### src/rtl/baggage_drop_pkg.sv
// Shared types, constants and helpers for the baggage_drop controller:
// FSM state encoding, seven-segment glyphs, 8.8 time type and sensor fusion.
package baggage_drop_pkg;

    // One result bit per iteration; 24-bit radicand gives a 12-bit root.
    localparam int ROOT_ITERS = 12;
    localparam int RAD_W      = 24;
    localparam int ROOT_W     = 12;

    typedef enum logic [1:0] {
        ST_IDLE   = 2'd0,
        ST_ROOT   = 2'd1,
        ST_FINISH = 2'd2
    } drop_state_e;

    // Unsigned 8.8 fixed-point time.
    typedef logic [15:0] time_8p8_t;

    // Seven-segment glyphs, bit0 = a ... bit6 = g, 1 = lit.
    localparam logic [6:0] SEG_D     = 7'h5E;
    localparam logic [6:0] SEG_R     = 7'h50;
    localparam logic [6:0] SEG_O     = 7'h5C;
    localparam logic [6:0] SEG_P     = 7'h73;
    localparam logic [6:0] SEG_C     = 7'h58;
    localparam logic [6:0] SEG_L     = 7'h38;
    localparam logic [6:0] SEG_H     = 7'h76;
    localparam logic [6:0] SEG_T     = 7'h78;
    localparam logic [6:0] SEG_BLANK = 7'h00;

    // Fuse four height readings; a zero reading marks a faulty sensor and
    // drops that diagonal pair. Sums are 10 bits wide so they never overflow.
    function automatic logic [7:0] fuse_height(input logic [7:0] s1,
                                               input logic [7:0] s2,
                                               input logic [7:0] s3,
                                               input logic [7:0] s4);
        logic [9:0] sum_v;
        logic [7:0] h_v;
        if (s1 == 8'd0 || s3 == 8'd0) begin
            sum_v = 10'(s2) + 10'(s4) + 10'd1;
            h_v   = 8'(sum_v >> 1);
        end else if (s2 == 8'd0 || s4 == 8'd0) begin
            sum_v = 10'(s1) + 10'(s3) + 10'd1;
            h_v   = 8'(sum_v >> 1);
        end else begin
            sum_v = 10'(s1) + 10'(s2) + 10'(s3) + 10'(s4) + 10'd2;
            h_v   = 8'(sum_v >> 2);
        end
        return h_v;
    endfunction

endpackage

### src/rtl/baggage_sqrt_iter.sv
// Sequential restoring square root: 24-bit radicand -> 12-bit floor root,
// one result bit per cycle, MSB first. `start` loads a new radicand; `done`
// is high during the cycle in which the final iteration is being performed,
// so `root` holds the finished result from the following cycle onwards.
module baggage_sqrt_iter
    import baggage_drop_pkg::*;
(
    input  logic                clk,
    input  logic                rst,
    input  logic                start,
    input  logic [RAD_W-1:0]    radicand,
    output logic [ROOT_W-1:0]   root,
    output logic                done
);

    logic [RAD_W-1:0]  rad_r;
    logic [13:0]       rem_r;
    logic [ROOT_W-1:0] root_r;
    logic [3:0]        cnt_r;
    logic              busy_r;

    logic [15:0]       rem_shift_s;
    logic [15:0]       trial_s;
    logic              fit_s;

    // Trial subtraction for the next radicand bit pair.
    always_comb begin
        rem_shift_s = {rem_r, rad_r[RAD_W-1:RAD_W-2]};
        trial_s     = {2'b00, root_r, 2'b01};
        fit_s       = (rem_shift_s >= trial_s);
    end

    // Iteration registers: load on start, then shift in one root bit per cycle.
    always_ff @(posedge clk) begin
        if (rst) begin
            rad_r  <= '0;
            rem_r  <= 14'd0;
            root_r <= '0;
            cnt_r  <= 4'd0;
            busy_r <= 1'b0;
        end else if (start) begin
            rad_r  <= radicand;
            rem_r  <= 14'd0;
            root_r <= '0;
            cnt_r  <= 4'd0;
            busy_r <= 1'b1;
        end else if (busy_r) begin
            rad_r  <= {rad_r[RAD_W-3:0], 2'b00};
            rem_r  <= fit_s ? 14'(rem_shift_s - trial_s) : rem_shift_s[13:0];
            root_r <= {root_r[ROOT_W-2:0], fit_s};
            cnt_r  <= cnt_r + 4'd1;
            busy_r <= (cnt_r != 4'(ROOT_ITERS - 1));
        end
    end

    assign root = root_r;
    assign done = busy_r && (cnt_r == 4'(ROOT_ITERS - 1));

endmodule

### src/rtl/baggage_drop.sv
// Baggage-drop controller: fuses four height sensors, computes the fall time
// sqrt(h/2) in 8.8 fixed point with an iterative root, compares against the
// captured limit and drives a 4-digit message plus the drop command.
// Optional macro BAGGAGE_DROP_DEBUG_EN adds t_act_dbg and result_valid ports.
module baggage_drop
    import baggage_drop_pkg::*;
(
    input  logic        clk,
    input  logic        rst,
    input  logic [7:0]  sensor1,
    input  logic [7:0]  sensor2,
    input  logic [7:0]  sensor3,
    input  logic [7:0]  sensor4,
    input  logic [15:0] t_lim,
    input  logic        drop_en,
    output logic [6:0]  seven_seg1,
    output logic [6:0]  seven_seg2,
    output logic [6:0]  seven_seg3,
    output logic [6:0]  seven_seg4,
    output logic        drop_activated
`ifdef BAGGAGE_DROP_DEBUG_EN
    ,
    output logic [15:0] t_act_dbg,
    output logic        result_valid
`endif
);

    drop_state_e       state_r;
    drop_state_e       state_next_s;
    logic              capture_s;
    logic              finish_s;

    logic [7:0]        h_s;
    logic [RAD_W-1:0]  radicand_s;
    logic [ROOT_W-1:0] root_s;
    logic              root_done_s;

    time_8p8_t         t_lim_r;
    logic              drop_en_r;
    time_8p8_t         t_act_s;
    logic [27:0]       msg_s;
    logic              drop_s;

    // State register.
    always_ff @(posedge clk) begin
        if (rst) begin
            state_r <= ST_IDLE;
        end else begin
            state_r <= state_next_s;
        end
    end

    // Next state: one sampling cycle, the root iterations, one update cycle.
    always_comb begin
        state_next_s = ST_IDLE;
        case (state_r)
            ST_IDLE:   state_next_s = ST_ROOT;
            ST_ROOT:   state_next_s = root_done_s ? ST_FINISH : ST_ROOT;
            ST_FINISH: state_next_s = ST_IDLE;
            default:   state_next_s = ST_IDLE;
        endcase
    end

    // FSM outputs: capture in IDLE, publish in FINISH.
    always_comb begin
        capture_s = 1'b0;
        finish_s  = 1'b0;
        case (state_r)
            ST_IDLE:   capture_s = 1'b1;
            ST_FINISH: finish_s  = 1'b1;
            default: begin
                capture_s = 1'b0;
                finish_s  = 1'b0;
            end
        endcase
    end

    // Fused height; radicand is h/2 carrying 16 fractional bits.
    always_comb begin
        h_s        = fuse_height(sensor1, sensor2, sensor3, sensor4);
        radicand_s = {1'b0, h_s, 15'd0};
    end

    baggage_sqrt_iter u_sqrt (
        .clk      (clk),
        .rst      (rst),
        .start    (capture_s),
        .radicand (radicand_s),
        .root     (root_s),
        .done     (root_done_s)
    );

    // Capture the limit and operator request alongside the sensor sample.
    always_ff @(posedge clk) begin
        if (rst) begin
            t_lim_r   <= 16'd0;
            drop_en_r <= 1'b0;
        end else if (capture_s) begin
            t_lim_r   <= t_lim;
            drop_en_r <= drop_en;
        end
    end

    // Message selection; equality with the limit counts as within limit.
    always_comb begin
        t_act_s = {4'h0, root_s};
        if (t_act_s > t_lim_r) begin
            msg_s  = {SEG_BLANK, SEG_H, SEG_O, SEG_T};
            drop_s = 1'b0;
        end else if (drop_en_r) begin
            msg_s  = {SEG_D, SEG_R, SEG_O, SEG_P};
            drop_s = 1'b1;
        end else begin
            msg_s  = {SEG_C, SEG_O, SEG_L, SEG_D};
            drop_s = 1'b0;
        end
    end

    // Outputs update together in FINISH and hold otherwise.
    always_ff @(posedge clk) begin
        if (rst) begin
            seven_seg1     <= SEG_BLANK;
            seven_seg2     <= SEG_BLANK;
            seven_seg3     <= SEG_BLANK;
            seven_seg4     <= SEG_BLANK;
            drop_activated <= 1'b0;
        end else if (finish_s) begin
            {seven_seg1, seven_seg2, seven_seg3, seven_seg4} <= msg_s;
            drop_activated <= drop_s;
        end
    end

`ifdef BAGGAGE_DROP_DEBUG_EN
    // Debug view: last computed time and a pulse marking each new result.
    always_ff @(posedge clk) begin
        if (rst) begin
            t_act_dbg    <= 16'd0;
            result_valid <= 1'b0;
        end else begin
            result_valid <= finish_s;
            if (finish_s) begin
                t_act_dbg <= t_act_s;
            end
        end
    end
`endif

endmodule

### config.mk
export PLATFORM = sky130hd
export DESIGN_NAME = baggage_drop
export DESIGN_NICKNAME = d
export VERILOG_FILES = /design/src/rtl/baggage_drop_pkg.sv /design/src/rtl/baggage_sqrt_iter.sv /design/src/rtl/baggage_drop.sv
export SDC_FILE = /design/constraint.sdc
export NUM_CORES = 1
export LEC_CHECK = 0
export BUFFER_PORTS_ARGS = -buffer_cell sky130_fd_sc_hd__clkbuf_2
export CAP_MARGIN = 20
export CORE_MARGIN = 5
export CORE_UTILIZATION = 35
export DETAILED_ROUTE_END_ITERATION = 8
export RECOVER_POWER = 100
export SETUP_SLACK_MARGIN = 0.02
export SYNTH_ARGS = -nofsm -noshare
export SYNTH_HDL_FRONTEND = slang
export SYNTH_SLANG_ARGS = --single-unit
### constraint.sdc
create_clock -name clk -period 5.2 [get_ports clk]
set_input_delay 0.78 -clock clk [delete_from_list [all_inputs] [get_ports clk]]
set_output_delay 0.78 -clock clk [all_outputs]
set_load 0.02 [all_outputs]
==> summary.md <==
| Metric | Value |
|---|---|
| Rel. slew slack | -26.37% |
| Core ar. | 15090 um^2 |
| Post-Syn Area | about 5300 um^2 |
| Worst path cell trace | clkinv_1 > nor4b_1 > nor3_2 |
| CTS Root Cell | clkbuf_16 |
| Via/cell ratio | 5.176 |
| Final setup violation count | 0 |
| CTS max path bufs | 2 |
| Most common cell after layout, fill and taps aside | inv_1 |
| Detail Route Antenna Nets | 0 |
| Slowest CP cell | dfxtp_1 |
| Pin count of the biggest net entering global routing | 48 |
| Yosys cell types | slightly above 70 |
| Hold Crit Class | register to register |
| P_leak | 0.002553 uW |
| Status | complete, but fails checks |
| Fin crit period | 3.629 ns |
| WS Path Type | register to register |
| Slowest Stage Delay on Critical Path | between 1.5 and 2 ns |
| Worst Path Required | roughly 5.4 ns |
| DIE HEIGHT | 133.6 um |
| Tightest Pin Transition | approximately 1.9 ns |
| Row count | 45 |
| Worst-Skew Late Latency | 0.33 ns |
| Failing checks | capacitance limit, slew limit |
| Number of global-route vias before repair | 4670 |
| Max Clk Rate | 275.5 MHz |
| Post-route clock skew | 0.007560 ns |
| Post-route setup TNS | 0 ns |
| DIE AREA | 17850 um^2 |
| DRT Pass-1 Iters | 5 |
| Post_cts resized | 0 |
| Area occupied by multi-input gates | between 3000 and 4000 um^2 |
| DRC viols | 0 |
| Total Routed Length | 13250 um |
| Crit path launch type | register |
| CTS tree | built |
| HPWL Detailed | 10230 um |
| Share of layout cells above drive strength 1 | 10.40% |
| Most frequent cells in the layout | inv_1 (83), dfxtp_1 (66), nand2_1 (62) |
| Routed len/inst | 14.57 um |
| FF+latch area | 1321 um^2 |
| Placed Cells | between 800 and 900 |
| Ys async rst share | 0% |
| All-Layer GR Usage | 14.92% |
| Num Clock Sinks | 66 |
| Synth Warn # | 0 |
| Pwr Density | 290.2 nW/um^2 |
| Global route overflow | 0 |
| Fillers | around 1600 |
| Antenna violations before repair | 0 |
| Peak fanout along the critical path | 47 |
| Crit path buf inv count | 1 |
| First-pass GRT wire length | roughly 22000 um |
| Htree depth | 3 |
| Die W | between 100 and 150 um |
| CP endpoint kind | register |
| Synth Flop Type | dfxtp_1 |
| Post-CTS Setup Bufs | 0 |
| Final Hold Viols | 0 |
| N_diodes | 0 |
| Max-slew violations | just over 100 |
| # port buffers | 74 |
| Cell family with most CP delay | flip-flops |
| Maxcap violations | 3 |
| Sequential area share after synthesis | between 20% and 30% |
| Final Net Count | 834 |
| Synth Instances | 673 |
| Flops & latches, synth | 66 |
| GP Congestion | 0.8348 |
| Starting DRC count in detailed routing | 222 |
| RSZ-0062 raised after global routing | no |
| Via Count | 4705 |
| Period utilization | 69.80% |
| Arrival @ worst endpoint | 3.83 ns |
| Initial Utilization | 35.43% |
| Clk slew on worst S/H paths | around 0.060 ns |
| Synth Area per Inst | just under 8 um^2 |
| Peak supply drop | 220.3 uV |
| Area growth, synth to finish | 11.07% |
| Io pins | 80 |
| CTS Buf Count | 9 |
| Post-synth EDFFs | 0 |
| Hold-fix buffers at CTS | 0 |
| Final Non-Filler Cells | 909 |
==> synth_stat cells, types with 11 or more instances <==
library cell	instances	area [um^2]
o21a_1	12	90.09
mux2i_1	19	190.2
inv_1	83	311.6
a211oi_1	11	82.58
fa_1	17	340.3
o21ai_0	32	160.2
a21oi_1	48	240.2
clkbuf_1	19	71.32
nand3_1	14	70.07
buf_4	23	172.7
nand2_1	62	232.7
ha_1	50	625.6
nor3_1	15	75.07
dfxtp_1	66	1321
nor2_1	48	180.2
==> stage by stage <==
step           worst slack, ns  utilization [%]  total power, uW  instance area, um^2  hold WS (ns)
6_report                 1.571            39.35             1723                 5938        0.4524
5_1_grt                  1.187            39.35             1844                 5938        0.4750
4_1_cts                  1.776            39.71             1746                 5992        0.4551
3_5_place_dp             1.447            37.85             1177                 5712        0.4475
3_3_place_gp             1.465            37.78             1177                 5700        0.4446
2_1_floorplan            1.715                -             1050                 5361        0.4360
==> registers in the layout, summed over array words and instances (netlist names) <==
| signal | flops |
|---|---|
| seven_seg4 | 6 |
| u_sqrt.rem_r | 14 |
| u_sqrt.rad_r | 9 |
| seven_seg2 | 1 |
| t_lim_r | 16 |
| u_sqrt.root | 12 |
| u_sqrt.cnt_r | 4 |
| state_r | 2 |
| drop_en_r | 1 |
| u_sqrt.busy_r | 1 |
==> worst register-to-register path: stages (launching register included) <==
cell and delay, ns:
dfxtp_1 1.60, clkinv_1 1.13, nor4b_1 0.68, nor3_2 0.09
==> report_power, final <==
group | internal (uW) | switching (uW) | total [uW]
combinational | 261 | 341 | 602
clock | 325 | 232 | 557
sequential | 537 | 27.4 | 564
==> cells by family (layout without fill, tap and decap cells) <==
logic type               after synthesis  in the layout  synth area share (%)
flip-flops                            66             66                 24.71
AND/OR/NAND/NOR                      200            200                 18.30
adder cells (fa/ha/maj)               67             67                 18.07
AO/OA/AOI/OAI                        166            166                 20.50
buffers and inverters                132            176                 11.09
XOR/XNOR                              20             20                 3.276
other                                  1              5               0.07014
multiplexers                          21             21                 3.978
==> final timing paths <==
kind         slack, ns           from         endpoint  cells past startpoint
max               1.57  u_sqrt.busy_r  u_sqrt.rem_r[6]                      3
min               0.45    t_lim_r[10]      t_lim_r[10]                      2
max reg2reg       1.57  u_sqrt.busy_r  u_sqrt.rem_r[6]                      3
min reg2reg       0.45    t_lim_r[10]      t_lim_r[10]                      2
==> routing by layer <==
layer / part of all wire, % / global-route usage [%] / vias to the layer above
met5: 0 / 0 / -
met4: 1.2 / 3.771 / 0
met3: 3.6 / 2.644 / 12
met2: 48 / 25.45 / 89
met1: 47 / 19.56 / 2181
li1: - / - / 2423
==> layout make-up <==
class / instances / share of cell area [%]
sequential: 66 / 22.25
clock inverter: 7 / 0.9271
clock buffer: 9 / 3.793
inverter: 84 / 5.310
tap: 188 / 3.961
timing repair buffer: 76 / 5.879
multi-input combinational: 479 / 57.88
No activity file was read; power rests on OpenSTA's default activity.
